===== config.mk =====
export PLATFORM = sky130hd
export DESIGN_NAME = pipe_hazard_sequencer
export DESIGN_NICKNAME = d
export VERILOG_FILES = /design/src/rtl/pipe_ctrl_pkg.sv /design/src/rtl/pipe_hazard_sequencer_sat_counter.sv /design/src/rtl/pipe_hazard_sequencer.sv
export SDC_FILE = /design/constraint.sdc
export NUM_CORES = 1
export LEC_CHECK = 0
export ABC_AREA = 0
export BUFFER_PORTS_ARGS = -buffer_cell sky130_fd_sc_hd__buf_2
export CORE_ASPECT_RATIO = 1.75
export CORE_MARGIN = 4
export CORE_UTILIZATION = 42
export CTS_CLUSTER_DIAMETER = 40
export DETAILED_ROUTE_END_ITERATION = 6
export PLACE_DENSITY = 0.68
export SETUP_SLACK_MARGIN = 0.05
export SKIP_LAST_GASP = 1
export SLEW_MARGIN = 20
export SYNTH_ARGS = -nofsm -noshare
export SYNTH_HDL_FRONTEND = slang
export SYNTH_SLANG_ARGS = --single-unit

===== constraint.sdc =====
create_clock -name CLK -period 2.4 [get_ports CLK]
set_input_delay 0.72 -clock CLK [delete_from_list [all_inputs] [get_ports CLK]]
set_output_delay 0.72 -clock CLK [all_outputs]
set_load 0.01 [all_outputs]

===== src/rtl/pipe_ctrl_pkg.sv =====
// Shared definitions for the pipeline sequencer: state encoding, default widths
// and the NOP field values the decoder injects for a bubble.
package pipe_ctrl_pkg;

  localparam int unsigned REG_AW_DEF  = 4;
  localparam int unsigned FETCH_CNT_W = 2;

  localparam logic [1:0] ST_RUN   = 2'd0;
  localparam logic [1:0] ST_EXE   = 2'd1;
  localparam logic [1:0] ST_WB    = 2'd2;
  localparam logic [1:0] ST_FETCH = 2'd3;

  typedef enum logic [1:0] {
    RUN   = ST_RUN,
    EXE   = ST_EXE,
    WB    = ST_WB,
    FETCH = ST_FETCH
  } seqState_t;

  // Field values loaded into Dec/Exe when a bubble is inserted
  localparam logic NOP_HAS_WB  = 1'b0;
  localparam logic NOP_IS_CTRL = 1'b0;

endpackage


===== src/rtl/pipe_hazard_sequencer_sat_counter.sv =====
// Saturating up-counter: counts cycles with inc=1 and holds at all-ones.
module sat_counter #(
  parameter int unsigned CNT_W = 16
) (
  input  logic             CLK,
  input  logic             RST,
  input  logic             inc,
  output logic [CNT_W-1:0] q
);

  always_ff @(posedge CLK) begin
    if (RST) begin
      q <= '0;
    end else if (inc && (q != {CNT_W{1'b1}})) begin
      q <= q + CNT_W'(1);
    end
  end

endmodule


===== src/rtl/pipe_hazard_sequencer.sv =====
// Central sequencer for the decode/execute/writeback pipeline: buffer and PC
// write enables, branch bubbles, redirect select and operand forwarding.
module pipe_hazard_sequencer
  import pipe_ctrl_pkg::*;
#(
  parameter int unsigned REG_AW    = REG_AW_DEF,
  parameter int unsigned CNT_W     = 16,
  parameter int unsigned FETCH_LAT = 1
) (
  input  logic              CLK,
  input  logic              RST,
  input  logic              dec_is_ctrl,
  input  logic              exe_taken,
  input  logic              wb_has_wb,
  input  logic [REG_AW-1:0] wb_dest,
  input  logic [REG_AW-1:0] exe_src_a,
  input  logic [REG_AW-1:0] exe_src_b,
  output logic              dec_exe_wr,
  output logic              dec_bubble,
  output logic              exe_wb_wr,
  output logic              pc_wr,
  output logic              pc_sel_ext,
  output logic              reg_wr_en,
  output logic              fwd_a,
  output logic              fwd_b,
  output logic              busy,
  output logic [CNT_W-1:0]  stall_cnt
);

  seqState_t              state, stateNext;
  logic                   takenQ, takenNext;
  logic [FETCH_CNT_W-1:0] fetchCnt, fetchCntNext;
  logic [CNT_W-1:0]       stallQ;

  always_ff @(posedge CLK) begin
    if (RST) begin
      state    <= RUN;
      takenQ   <= 1'b0;
      fetchCnt <= '0;
    end else begin
      state    <= stateNext;
      takenQ   <= takenNext;
      fetchCnt <= fetchCntNext;
    end
  end

  // Next state and pipeline enables; reset forces every enable low
  always_comb begin
    stateNext    = RUN;
    takenNext    = takenQ;
    fetchCntNext = fetchCnt;
    dec_exe_wr   = 1'b1;
    exe_wb_wr    = 1'b1;
    dec_bubble   = 1'b0;
    pc_wr        = 1'b0;
    pc_sel_ext   = 1'b0;
    case (state)
      RUN: begin
        pc_wr     = ~dec_is_ctrl;
        stateNext = dec_is_ctrl ? EXE : RUN;
      end
      EXE: begin
        dec_bubble = 1'b1;
        takenNext  = exe_taken;
        stateNext  = WB;
      end
      WB: begin
        dec_bubble = 1'b1;
        pc_wr      = 1'b1;
        pc_sel_ext = takenQ;
        if (FETCH_LAT == 0) begin
          stateNext = RUN;
        end else begin
          stateNext    = FETCH;
          fetchCntNext = FETCH_CNT_W'(FETCH_LAT - 1);
        end
      end
      FETCH: begin
        dec_bubble = 1'b1;
        if (fetchCnt == '0) begin
          stateNext = RUN;
        end else begin
          stateNext    = FETCH;
          fetchCntNext = fetchCnt - FETCH_CNT_W'(1);
        end
      end
      default: stateNext = RUN;
    endcase
    if (RST) begin
      dec_exe_wr = 1'b0;
      exe_wb_wr  = 1'b0;
      dec_bubble = 1'b0;
      pc_wr      = 1'b0;
      pc_sel_ext = 1'b0;
    end
  end

  assign reg_wr_en = wb_has_wb & ~RST;
  assign fwd_a     = ~RST & wb_has_wb & (wb_dest == exe_src_a);
  assign fwd_b     = ~RST & wb_has_wb & (wb_dest == exe_src_b);
  assign busy      = ~RST & (state != RUN);
  assign stall_cnt = RST ? '0 : stallQ;

  sat_counter #(.CNT_W(CNT_W)) u_stallCnt (
    .CLK (CLK),
    .RST (RST),
    .inc (dec_bubble),
    .q   (stallQ)
  );

endmodule

# ---- Yosys cells after proc, flatten, opt, wreduce, memory -nomap -nowiden
# Cells that the tools add are included.
dict set report totals {
  regBits 21
  in_bits 17
  output_inout_bits 25
  word_cells 39
}
dict set report op_classes {
  n_reduce_logical 7
  eq_ne 7
  bitwise 6
  add_sub_neg 2
  mux 13
}
# op count
set op_table {}
lappend op_table {{16-bit by 1-bit adder with 16-bit output (second input constant)} 1}
lappend op_table {{16-bit two-way mux} 1}
lappend op_table {{16-bit != test (second input constant)} 1}
lappend op_table {{4-bit equality test} 2}
lappend op_table {{2-bit one-hot mux with 4 select lines} 1}
lappend op_table {{1-bit two-way mux} 7}
lappend op_table {{1-bit AND} 4}
lappend op_table {{2-bit equality test (second input constant)} 2}
lappend op_table {{2-bit zero test} 2}
lappend op_table {{2-bit two-way mux} 2}
lappend op_table {{2-bit one-hot mux with 2 select lines} 1}
lappend op_table {{2-bit nonzero test} 2}
lappend op_table {{3-bit OR reduction} 1}
lappend op_table {{2-bit by 1-bit equality test with 1-bit output (second input constant)} 1}
lappend op_table {{2-bit != test (second input constant)} 1}
lappend op_table {{1-bit inverter} 2}
lappend op_table {{1-bit one-hot mux with 2 select lines} 1}
lappend op_table {{2-bit AND reduction} 1}
lappend op_table {{2-bit by 1-bit subtractor with 2-bit output (second input constant)} 1}
lappend op_table {{1-bit logical AND} 1}

# ---- Depth between registers and ports, before layout
dict set report depth {
  word_depth 5
  ltp_mapped 6
  depth_no_buf 6
}

# ---- By module
# A second synthesis with hierarchy kept.
dict set report hier_totals {
  hier_cells 164
  area_unflattened_um2 1313.8
}
# mod area_per_inst_um2 cells_per_inst instances seq_area_each_um2
set by_module_without_submodules {}
lappend by_module_without_submodules {sat_counter 848.3 99 1 320.3}
lappend by_module_without_submodules {pipe_hazard_sequencer 465.4 65 1 100.1}

# ---- Worst setup path before layout
# No wires, ideal clock.
dict set report synth_path {
  kind {input to output}
  from {in wb_has_wb}
  to {out fwd_b}
  required_ns 1.680
  setup_slack_ns 0.066
  stages 3
  path_buffers 0
  arrival_time_ns 1.614
  path_cell_list {nor2b_1 -> o221ai_1 -> nor4_1}
}
dict set report synth_between {
  elab_chain_cells 2
}
# element line
set synth_lines {}
lappend synth_lines {{start, declared} pipe_hazard_sequencer.sv:14} ;# input logic wb_has_wb,
lappend synth_lines {{1-bit AND (2 in series)} pipe_hazard_sequencer.sv:100} ;# assign fwd_b = ~RST & wb_has_wb & (wb_dest == exe_src_b);
lappend synth_lines {{end, declared} pipe_hazard_sequencer.sv:25} ;# output logic fwd_b,
# Every way passes these cells.

# ---- Worst setup path after layout
dict set report layout_path {
  from {in wb_dest[0]}
  to {out fwd_b}
}
dict set report layout_between {
  elab_chain_cells 2
}
# element line
set layout_lines {}
lappend layout_lines {{start, declared} pipe_hazard_sequencer.sv:15} ;# input logic [REG_AW-1:0] wb_dest,
lappend layout_lines {{4-bit equality test} pipe_hazard_sequencer.sv:100}
lappend layout_lines {{1-bit AND} pipe_hazard_sequencer.sv:100}
# Every way passes these cells.

==> flow_summary.json <==
{
  "vias": 1297,
  "cp.required_ns": 1.68,
  "wl_microns": 3120,
  "cp.buffers_inverters": 2,
  "clkTransAtPathRegs_ns": 0.08,
  "core_area_sq_um": 2930,
  "drv_cap": 0,
  "period_needed_ns": 2.24,
  "grt_pass1_wl_microns": 5620,
  "syn_to_final_growth_pct": 21.1,
  "n_antenna_cell": 0,
  "drt_iter0_drc": 24,
  "grt_overflow": 0,
  "finalHoldViolCount": 0,
  "synth_fp_nets": 176,
  "finalSetupTns_ns": 0,
  "synth_ff_type": "dfxtp_1",
  "powerDensity_nw_per_um2": 448,
  "die_h_microns": 81.4,
  "power_uw": 701,
  "slowest_delay_ns": 0.27,
  "hold_path_class": "reg -> reg",
  "wire_per_inst_microns": 13.9,
  "ys_types": 42,
  "finalSetupViolCount": 0,
  "synth_edf_count": 0,
  "finalMaxSlewViolations": 0,
  "irDropWorstVdd_v": 0.000345,
  "path_class": "in -> out",
  "dp_hpwl_microns": 2480,
  "fillCellCount": 304,
  "ios": 42,
  "cp_slowest_cell": "nor4_1",
  "slew_headroom": 0.692,
  "cp_common_cell": "buf_2",
  "clk_latency_ns": 0.27,
  "cp_data_arrival_time_ns": 1.52,
  "tightest_slew_ns": 0.459,
  "multi_input_area_sq_um": 792,
  "die_w_microns": 50.0,
  "port-buffer-count": 41,
  "crit_family": "buffers and inverters",
  "placement_rows": 26,
  "route.detailed.vias_per_inst": 5.76,
  "start_kind": "primary input",
  "antenna_found_initial": 0,
  "drc": 0,
  "seqCellArea_sq_um": 420,
  "cts_root_buf": "clkbuf_8",
  "max_freq_mhz": 447,
  "avgSynthCellArea_sq_um": 8.24,
  "track_usage": 0.174,
  "gp_congestion": 0.862,
  "grt_pass1_vias": 1319,
  "p_leak_uw": 0.000709,
  "synth_area_sq_um": 1290,
  "netlist_instances": 157,
  "die_area_sq_um": 4070,
  "skew_ns": 0.00666,
  "cts_tree": "yes",
  "ys_ff_latch": 21,
  "post_cts_buffers": 0,
  "start_util": 0.442,
  "drive_above_1_share": 0.315,
  "async_flop_share": 0,
  "grt_max_degree": 31,
  "detail-route-antenna-nets": 0,
  "min_period_over_period": 0.932,
  "cp_cell_sequence": "buf_2 -> a22o_1 -> nor4_1 -> buf_2",
  "rsz0062_at_grt": "false",
  "yosysWarnings": 0,
  "final_cell_mix": "buf_2, dfxtp_1, nor2b_1, nor2_1, inv_1",
  "cp_max_fo": 3,
  "numClockSinks": 21,
  "clockBufferDepth": 2,
  "cts-htree-levels": 1,
  "cp-end-kind": "output pin",
  "status": "finished clean",
  "seq_area_frac_synth": 0.325,
  "final_common_cell": "buf_2",
  "cts_buffers": 3,
  "final_nets": 217,
  "first_pass_iters": 4
}
final cells by class:
type	instances	share of cell area
tap	28	0.0224
multi-input combinational	117	0.506
clock buffer	3	0.0264
inverter	10	0.0240
clock inverter	1	0.00319
timing repair buffer	45	0.150
sequential	21	0.268
sequential cells by signal, indices dropped and copies added (netlist names):
register / count
fetchCnt: 2
takenQ: 1
state: 2
u_stallCnt.q: 16
final timing paths:
check | start | endpoint | slack [ns] | cells after the start
worst max register to register | state[0]$_SDFF_PP0_ | u_stallCnt.q[13]$_SDFFE_PP0P_ | 0.55 | 5
worst min-delay path | fetchCnt[1]$_SDFFE_PP0P_ | fetchCnt[1]$_SDFFE_PP0P_ | 0.51 | 2
worst max-delay path | wb_dest[0] | fwd_b | 0.16 | 4
worst min register to register | fetchCnt[1]$_SDFFE_PP0P_ | fetchCnt[1]$_SDFFE_PP0P_ | 0.51 | 2
synthesized netlist by cell type (2+ instances only):
cell type,number,share of area
buf_4,2,0.012
xor2_1,5,0.034
nand4_1,4,0.019
and3_1,3,0.015
clkbuf_2,2,0.0077
clkbuf_1,3,0.0087
nor4b_1,2,0.014
a21oi_1,3,0.012
a311oi_1,2,0.014
nand3_1,7,0.027
a41oi_1,2,0.014
nor3_1,5,0.019
nor2_1,15,0.044
a31oi_1,3,0.015
a211oi_1,4,0.023
inv_1,10,0.029
a21o_1,2,0.012
mux2_2,8,0.070
ha_1,2,0.019
dfxtp_1,21,0.32
nor2b_1,16,0.077
nand2_1,9,0.026
o31ai_1,2,0.012
buf_2,2,0.0077
o21ai_0,2,0.0077
nor4_1,5,0.024
metrics by stage:
| step | cells | utilization | setup WS, ns | hold WS, ns | cell area [sq um] |
|---|---|---|---|---|---|
| final | 225 | 0.535 | 0.164 | 0.505 | 1570 |
| after global routing | 225 | 0.535 | 0.125 | 0.547 | 1570 |
| after CTS | 225 | 0.535 | 0.0821 | 0.509 | 1570 |
| after detailed placement | 221 | 0.518 | 0.0244 | 0.489 | 1520 |
| after global placement | 221 | 0.518 | 0.139 | 0.469 | 1520 |
| after floorplan | 157 | - | 0.0661 | 0.457 | 1290 |
where the power goes:
part	internal (uW)	switching [uW]	leakage (uW)	total, uW
Sequential	358	11.7	0.000170	370
Combinational	44.5	51.3	0.000513	95.8
Clock	116	120	0.0000255	236
cell families after synthesis:
| logic type | count (synthesis) | share of synthesized area |
|---|---|---|
| flops | 21 | 0.325 |
| compound gates | 29 | 0.166 |
| fa+ha+maj | 2 | 0.0193 |
| xor+xnor | 6 | 0.0406 |
| mux | 8 | 0.0696 |
| buf+inv | 19 | 0.0648 |
| simple gates | 72 | 0.314 |
layer usage:
layer / vias up / part of all wire / GRT usage
met1: 609 / 0.39 / 0.171
li1: 648 / - / -
met5: - / 0 / 0
met2: 35 / 0.53 / 0.347
met3: 5 / 0.060 / 0.0363
met4: 0 / 0.014 / 0.0609
worst register-to-register path, cell delays in order (launching register included):
cell	delay, ns
dfxtp_1	0.52
o21ai_2	0.14
inv_1	0.09
nand3_1	0.21
nor4_1	0.40
mux2_2	0.38
timing repair:
item                                    in CTS  in global routing
resized for setup                            1                  0
hold buffers                                 0                  0
endpoints found under the setup margin       1                  1
pin swaps                                    0                  1
Power figures use the tool's default switching activity.
